**src/rtl/mac_pkg.sv**
```systemverilog
// Shared definitions for the MAC result normalizer.
// Holds the datapath widths, the packed exponent bias, the packed small-float
// result record and the normalizer FSM state encoding.
package mac_pkg;

   localparam int ACC_W  = 16;
   localparam int FRAC   = 4;
   localparam int PP_W   = 4;
   localparam int OUT_EW = 3;
   localparam int OUT_MW = 2;
   localparam int BIAS   = 2**(OUT_EW-1) - 1;

   typedef enum logic [1:0] {
      IDLE,
      ACC,
      NORM,
      OUT
   } state_t;

   typedef struct packed {
      logic              sign;
      logic [OUT_EW-1:0] exp;
      logic [OUT_MW-1:0] mant;
      logic              zero;
      logic              ovf;
   } result_t;

endpackage

```
**src/rtl/mac_result_normalizer_lead_one_detect.sv**
```systemverilog
// lead_one_detect: W-wide priority encoder.
// Ports:
//   vec     in   W   value to scan
//   pos     out  PW  bit index of the most significant one (0 when vec == 0)
//   nonzero out  1   vec has at least one bit set
module lead_one_detect #(
   parameter int W  = 16,
   parameter int PW = $clog2(W)
) (
   input  logic [W-1:0]  vec,
   output logic [PW-1:0] pos,
   output logic          nonzero
);

   // Ascending scan so the highest set bit is the last one written.
   always_comb begin
      pos = '0;
      for (int i = 0; i < W; i++) begin
         if (vec[i]) pos = PW'(i);
      end
   end

   assign nonzero = |vec;

endmodule

```
**src/rtl/mac_result_normalizer.sv**
```systemverilog
// mac_result_normalizer: aligns a group of per-tile mantissa products to a
// shared exponent, accumulates them in two's complement, then normalises the
// sum and packs it as sign / biased exponent / truncated mantissa.
// Ports:
//   clk, rst_n                 clock, asynchronous active-low reset
//   in_valid/in_ready          product beat handshake
//   in_pp, in_sign             unsigned product and its sign
//   in_emax                    beat exponent
//   in_oe1, in_oe2             per-operand right-shift amounts
//   in_last                    final beat of the group
//   out_valid/out_ready        packed result handshake
//   out_sign, out_exp, out_mant packed small-float result
//   out_zero, out_ovf          zero/flush and saturated-overflow flags
module mac_result_normalizer
   import mac_pkg::*;
(
   input  logic              clk,
   input  logic              rst_n,
   input  logic              in_valid,
   output logic              in_ready,
   input  logic [PP_W-1:0]   in_pp,
   input  logic              in_sign,
   input  logic [1:0]        in_emax,
   input  logic [1:0]        in_oe1,
   input  logic [1:0]        in_oe2,
   input  logic              in_last,
   output logic              out_valid,
   input  logic              out_ready,
   output logic              out_sign,
   output logic [OUT_EW-1:0] out_exp,
   output logic [OUT_MW-1:0] out_mant,
   output logic              out_zero,
   output logic              out_ovf
);

   localparam int PW  = $clog2(ACC_W);
   localparam int E_W = 8;
   localparam logic signed [E_W-1:0] E_MAX = E_W'(2**OUT_EW - 1);

   state_t                  state, state_next;
   logic [ACC_W-1:0]        acc;
   logic [1:0]              grp_e;
   result_t                 res_q, res_d;
   logic                    valid_q;
   logic                    accept;

   logic [2:0]              sh_total;
   logic [PP_W+FRAC-1:0]    pp_frac;
   logic [ACC_W-1:0]        term_base, term_mag, term, acc_align;
   logic [1:0]              e_dn, e_up;

   logic                    s;
   logic [ACC_W-1:0]        mag, mag_sh;
   logic [PW-1:0]           p;
   logic                    nz;
   logic signed [E_W-1:0]   e_norm;

   assign accept = in_valid & in_ready;

   // Beat term: product with guard bits, shifted right by both operand offsets.
   // In ACC a beat with a smaller exponent is additionally aligned down to the
   // group exponent; a beat with a larger exponent instead shifts the
   // accumulator down (acc_align) and becomes the new group exponent.
   assign sh_total  = {1'b0, in_oe1} + {1'b0, in_oe2};
   assign pp_frac   = {in_pp, {FRAC{1'b0}}} >> sh_total;
   assign term_base = {{(ACC_W-PP_W-FRAC){1'b0}}, pp_frac};
   assign e_dn      = grp_e - in_emax;
   assign e_up      = in_emax - grp_e;
   assign term_mag  = (state == ACC && in_emax < grp_e) ? (term_base >> e_dn) : term_base;
   assign term      = in_sign ? (~term_mag + 1'b1) : term_mag;
   assign acc_align = (state == ACC && in_emax > grp_e) ? ACC_W'($signed(acc) >>> e_up) : acc;

   // Normalisation of the finished sum.
   assign s   = acc[ACC_W-1];
   assign mag = s ? (~acc + 1'b1) : acc;

   lead_one_detect #(.W(ACC_W)) u_lod (
      .vec     (mag),
      .pos     (p),
      .nonzero (nz)
   );

   // Shifting the leading one up to the MSB makes the bits below it the
   // mantissa; positions below bit 0 fill with zeros.
   assign mag_sh = mag << (PW'(ACC_W-1) - p);
   assign e_norm = E_W'($signed({{(E_W-2){1'b0}}, grp_e}) +
                        $signed({{(E_W-PW){1'b0}}, p}) + (BIAS - FRAC));

   always_comb begin
      res_d = '0;
      if (!nz) begin
         res_d.zero = 1'b1;
      end else if (e_norm <= 0) begin
         res_d.zero = 1'b1;
         res_d.sign = s;
      end else if (e_norm > E_MAX) begin
         res_d.ovf  = 1'b1;
         res_d.sign = s;
         res_d.exp  = '1;
         res_d.mant = '1;
      end else begin
         res_d.sign = s;
         res_d.exp  = OUT_EW'(e_norm);
         res_d.mant = mag_sh[ACC_W-2 -: OUT_MW];
      end
   end

   always_ff @(posedge clk or negedge rst_n) begin
      if (!rst_n) state <= IDLE;
      else        state <= state_next;
   end

   always_comb begin
      state_next = state;
      in_ready   = 1'b0;
      case (state)
         IDLE: begin
            in_ready = 1'b1;
            if (in_valid) state_next = in_last ? NORM : ACC;
         end
         ACC: begin
            in_ready = 1'b1;
            if (in_valid && in_last) state_next = NORM;
         end
         NORM: state_next = OUT;
         OUT: begin
            if (out_ready) state_next = IDLE;
         end
         default: state_next = IDLE;
      endcase
   end

   always_ff @(posedge clk or negedge rst_n) begin
      if (!rst_n) begin
         acc     <= '0;
         grp_e   <= '0;
         res_q   <= '0;
         valid_q <= 1'b0;
      end else begin
         case (state)
            IDLE: begin
               if (accept) begin
                  grp_e <= in_emax;
                  acc   <= term;
               end
            end
            ACC: begin
               if (accept) begin
                  acc <= acc_align + term;
                  if (in_emax > grp_e) grp_e <= in_emax;
               end
            end
            NORM: begin
               res_q   <= res_d;
               valid_q <= 1'b1;
            end
            OUT: begin
               if (out_ready) begin
                  valid_q <= 1'b0;
                  acc     <= '0;
               end
            end
            default: ;
         endcase
      end
   end

   assign out_valid = valid_q;
   assign out_sign  = res_q.sign;
   assign out_exp   = res_q.exp;
   assign out_mant  = res_q.mant;
   assign out_zero  = res_q.zero;
   assign out_ovf   = res_q.ovf;

endmodule

```
**config.mk**
```make
export PLATFORM = sky130hd
export DESIGN_NAME = mac_result_normalizer
export DESIGN_NICKNAME = d
export VERILOG_FILES = /design/src/rtl/mac_pkg.sv /design/src/rtl/mac_result_normalizer_lead_one_detect.sv /design/src/rtl/mac_result_normalizer.sv
export SDC_FILE = /design/constraint.sdc
export NUM_CORES = 1
export LEC_CHECK = 0
export CAP_MARGIN = 20
export CORE_ASPECT_RATIO = 0.8
export CORE_MARGIN = 5
export CORE_UTILIZATION = 54
export CTS_CLUSTER_SIZE = 24
export DETAILED_ROUTE_END_ITERATION = 6
export GPL_TIMING_DRIVEN = 0
export PLACE_DENSITY_LB_ADDON = 0.05
export SLEW_MARGIN = 15
export SYNTH_ARGS = -nofsm -noshare
export SYNTH_HDL_FRONTEND = slang
export SYNTH_SLANG_ARGS = --single-unit
```
**constraint.sdc**
```tcl
create_clock -name clk -period 6 [get_ports clk]
set_input_delay 1.2 -clock clk [delete_from_list [all_inputs] [get_ports clk]]
set_output_delay 1.2 -clock clk [all_outputs]
set_load 0.01 [all_outputs]
```
==> run summary <==
Gp weighted congestion: 0.962
Remaining DRCs: 0
Post-route non-filler standard cell count: 761
Top FF cell, synth: dfrtp_1
Pin count of the biggest net entering global routing: 30
M1 GR Usage: 0.343
Syn Std Cell Area: 4590 um2
Die ar.: 10500 um2
Fmax: 170 MHz
R2r startpoint: acc[0]$_DFFE_PN0P_
R2r setup slk: 0.37 ns
Arrival time worst endpoint: 6.08 ns
Post-CTS Hold Buffers: 0
Clock transition at path regs: 0.07 ns
Post-layout min period: 5.88 ns
Synth-to-Final Area Change: 17.7%
First-pass GRT wire length: 21100 um
Syn Nets: 655
Row count: 30
HPWL Detailed: 9770 um
Met3 global-route usage: 0.0640
Hold Path Depth: 1
Layout Skew: 0.00593 ns
CP Launch Type: primary input
CORE AREA: 8370 um2
Flops & latches, synth: 29
Root buf cell: clkbuf_8
Worst Hold Launch: out_zero$_DFFE_PN0P_
Port-buffer cells: 25
DR WL/cell: 16.9 um
Pin slew with the least headroom to its limit: 0.838 ns
Number of clock sinks: 29
GR peak layer: met2
Mapped Cells: 605
Antenna diodes: 0
Vias in the first global route: 4336
Sequential share of the synthesized area: 0.158
Final Max Slew Viols: 0
Avg Inst Size Synth: 7.58 um2
Reg2reg path depth: 24
Clk_lat worst skew: 0.29 ns
# IOs: 26
Synth Area in Simple Gates: 0.217
Final setup vio count: 0
Setup WS post-layout: 0.115 ns
Worst-path fanout max: 6
XOR/XNOR Fraction of Synth Area: 0.0777
Placed Cells: 742
GRT Util Overall: 0.242
H-tree levels: 2
Initial antenna violation count: 0
Ys Warns: 0
Worst Path Required: 6.20 ns
Met2 Usage GRT: 0.382
Number of vias in the routed layout: 4647
Post-place setup slack: -1.08 ns
Final #Nets: 698
Worst R2R End: out_mant[0]$_DFFE_PN0P_
Post-Synth Adder-Cell Area: 0.0993
Initial Utilization: 0.548
Fin crit share: 0.981
Fraction of registers with async set/reset: 1.00
CP Capture Type: flip-flop
Min-delay worst type: flip-flop to flip-flop
EDFF count, synth: 0
Horiz. Die Dim: 113 um
Number of max-cap violations: 0
DRT Wirelength: 12900 um
Slew margin rel.: 0.436
Final Hold Vio Count: 0
Ratio of cells with drive above 1 in the final layout: 0.182
Multiplexer share of the synthesized area: 0.0802
Clock buffer count from CTS: 5
Grt ovf: 0
Worst Path Class, Setup: primary input to flip-flop
Setup crit start: in_oe1[0]
DR iter-0 viols: 381
Drt first pass iters: 5
Netlist cell types: 81
Clock Path Buffers: 2
Die height: 92.4 um
Largest family of logic cells by synthesized area: compound AO/OA/AOI/OAI gates
TNS Setup: 0 ns
DR vias/cell: 6.11
TritonCTS clock tree: done
Synth Area in Compound Gates: 0.292
Hold Path Sink: out_zero$_DFFE_PN0P_
Outcome: completed
DRT antenna net count: 0
-- kinds of logic (layout without fill, tap and decap cells) --
| logic type | Yosys count | in the layout |
|---|---|---|
| adders and majority gates | 34 | 34 |
| buffers and inverters | 79 | 123 |
| and+or+nand+nor | 197 | 197 |
| DFF | 29 | 29 |
| muxes | 30 | 30 |
| xor gates and xnor gates | 39 | 39 |
| AOI/OAI and AO/OA | 197 | 197 |
-- stage by stage --
| stage | hold slack (ns) | util | cell area, um2 |
|---|---|---|---|
| 6_report | 0.488 | 0.645 | 5400 |
| 4_1_cts | 0.493 | 0.620 | 5190 |
| 3_3_place_gp | 0.462 | 0.595 | 4980 |
| 3_5_place_dp | 0.472 | 0.594 | 4970 |
| 5_1_grt | 0.511 | 0.645 | 5400 |
| 2_1_floorplan | 0.497 | - | 4590 |
-- cell usage in the layout, fill, tap and decap left out, drive strengths merged, types with 4 or more instances in the layout --
cell type / count
nand2: 63
a21oi: 49
o21ai: 47
nor2: 41
inv: 35
clkbuf: 31
buf: 31
ha: 30
dfrtp: 29
clkdlybuf4s50: 24
xnor2: 22
xor2: 17
nand3: 16
mux2: 14
and2: 12
nor3: 12
mux2i: 12
nand2b: 10
a211oi: 9
o21a: 8
a22oi: 8
a31oi: 8
or2: 8
o31ai: 8
nor2b: 7
o22ai: 6
a21o: 6
o221ai: 6
or3: 5
mux4: 4
o21bai: 4
nor4: 4
or4: 4
fa: 4
-- registers in the layout, indices dropped and copies added (netlist names) --
name       cells
out_ovf        1
out_valid      1
acc           16
out_sign       1
grp_e          2
state          2
out_zero       1
out_exp        3
out_mant       2
-- Yosys cell counts, types with 3 or more instances --
| library cell | n | area, um2 |
|---|---|---|
| fa_1 | 4 | 80.1 |
| o21bai_1 | 4 | 30.0 |
| o21ai_0 | 42 | 210 |
| a21o_1 | 6 | 45.0 |
| o21a_1 | 8 | 60.1 |
| buf_1 | 4 | 15.0 |
| o211ai_1 | 3 | 22.5 |
| dfrtp_1 | 29 | 726 |
| or2_2 | 6 | 37.5 |
| buf_2 | 3 | 15.0 |
| xor2_1 | 15 | 131 |
| mux2_2 | 14 | 158 |
| nand2_1 | 63 | 236 |
| mux4_2 | 4 | 90.1 |
| a31oi_1 | 8 | 50.1 |
| a22oi_1 | 8 | 60.1 |
| nand3b_1 | 3 | 22.5 |
| o21ai_1 | 3 | 15.0 |
| nand3_1 | 16 | 80.1 |
| nor2_1 | 41 | 154 |
| a21oi_1 | 48 | 240 |
| clkbuf_1 | 30 | 113 |
| inv_1 | 34 | 128 |
| o31ai_1 | 6 | 45.0 |
| a211oi_1 | 9 | 67.6 |
| nor3_1 | 12 | 60.1 |
| nor2b_1 | 7 | 43.8 |
| a21boi_0 | 3 | 22.5 |
| o31a_1 | 3 | 26.3 |
| o22ai_1 | 6 | 37.5 |
| mux2i_1 | 12 | 120 |
| and2_1 | 12 | 75.1 |
| nor4_1 | 3 | 18.8 |
| xnor2_1 | 22 | 193 |
| o221ai_1 | 6 | 52.6 |
| ha_1 | 30 | 375 |
| buf_6 | 6 | 67.6 |
| nand4b_1 | 3 | 26.3 |
| nand2b_1 | 9 | 56.3 |
| or3_1 | 5 | 31.3 |
-- worst max-delay path, stage by stage --
cell,delay [ns]
clkdlybuf4s50_1,0.46
ha_2,0.17
fa_2,0.49
inv_2,0.11
mux2_2,0.37
nand2b_1,0.19
mux2i_2,0.21
nor2_1,0.08
o31a_1,0.31
or3b_4,0.28
nand2_1,0.10
xnor2_2,0.18
ha_1,0.34
or2_2,0.29
a21oi_2,0.21
o31ai_4,0.08
a21o_1,0.20
a21oi_4,0.19
o21ai_2,0.09
xnor2_1,0.15
nand2_1,0.09
a31oi_2,0.25
-- routing by layer --
layer | wire [um] | share of wire | vias up
li1 | - | - | 2284
met1 | 6130 | 0.48 | 2196
met2 | 5700 | 0.44 | 150
met3 | 974 | 0.076 | 17
met4 | 72 | 0.0056 | 0
met5 | 0 | 0 | -
-- final cells by class --
class	count	area [um2]
Buffer	39	215
Timing Repair Buffer	41	365
Clock inverter	2	10.0
Inverter	35	131
Tap cell	112	140
Clock buffer	6	72.6
Multi-Input combinational cell	497	3740
Fill cell	762	2970
Sequential cell	29	726
-- how the worst max path moves through the flow --
stage                                     end  cells after the start
after CTS                 acc[15]$_DFFE_PN0P_                     21
after global placement    acc[15]$_DFFE_PN0P_                     22
after floorplan           acc[15]$_DFFE_PN0P_                     23
after detailed placement  acc[15]$_DFFE_PN0P_                     22
after global routing      acc[15]$_DFFE_PN0P_                     22
final                     acc[15]$_DFFE_PN0P_                     22
-- what timing repair did --
action	4_1_cts	5_1_grt
pin swaps	3	16
endpoints found under the setup margin	8	12
gates resized for setup	30	37
cloned	0	0
setup buffers	2	14
endpoints found under the hold margin	0	0
Power is not shown: default switching activity piles up to over one toggle a cycle in this logic, so the estimate is an artifact.
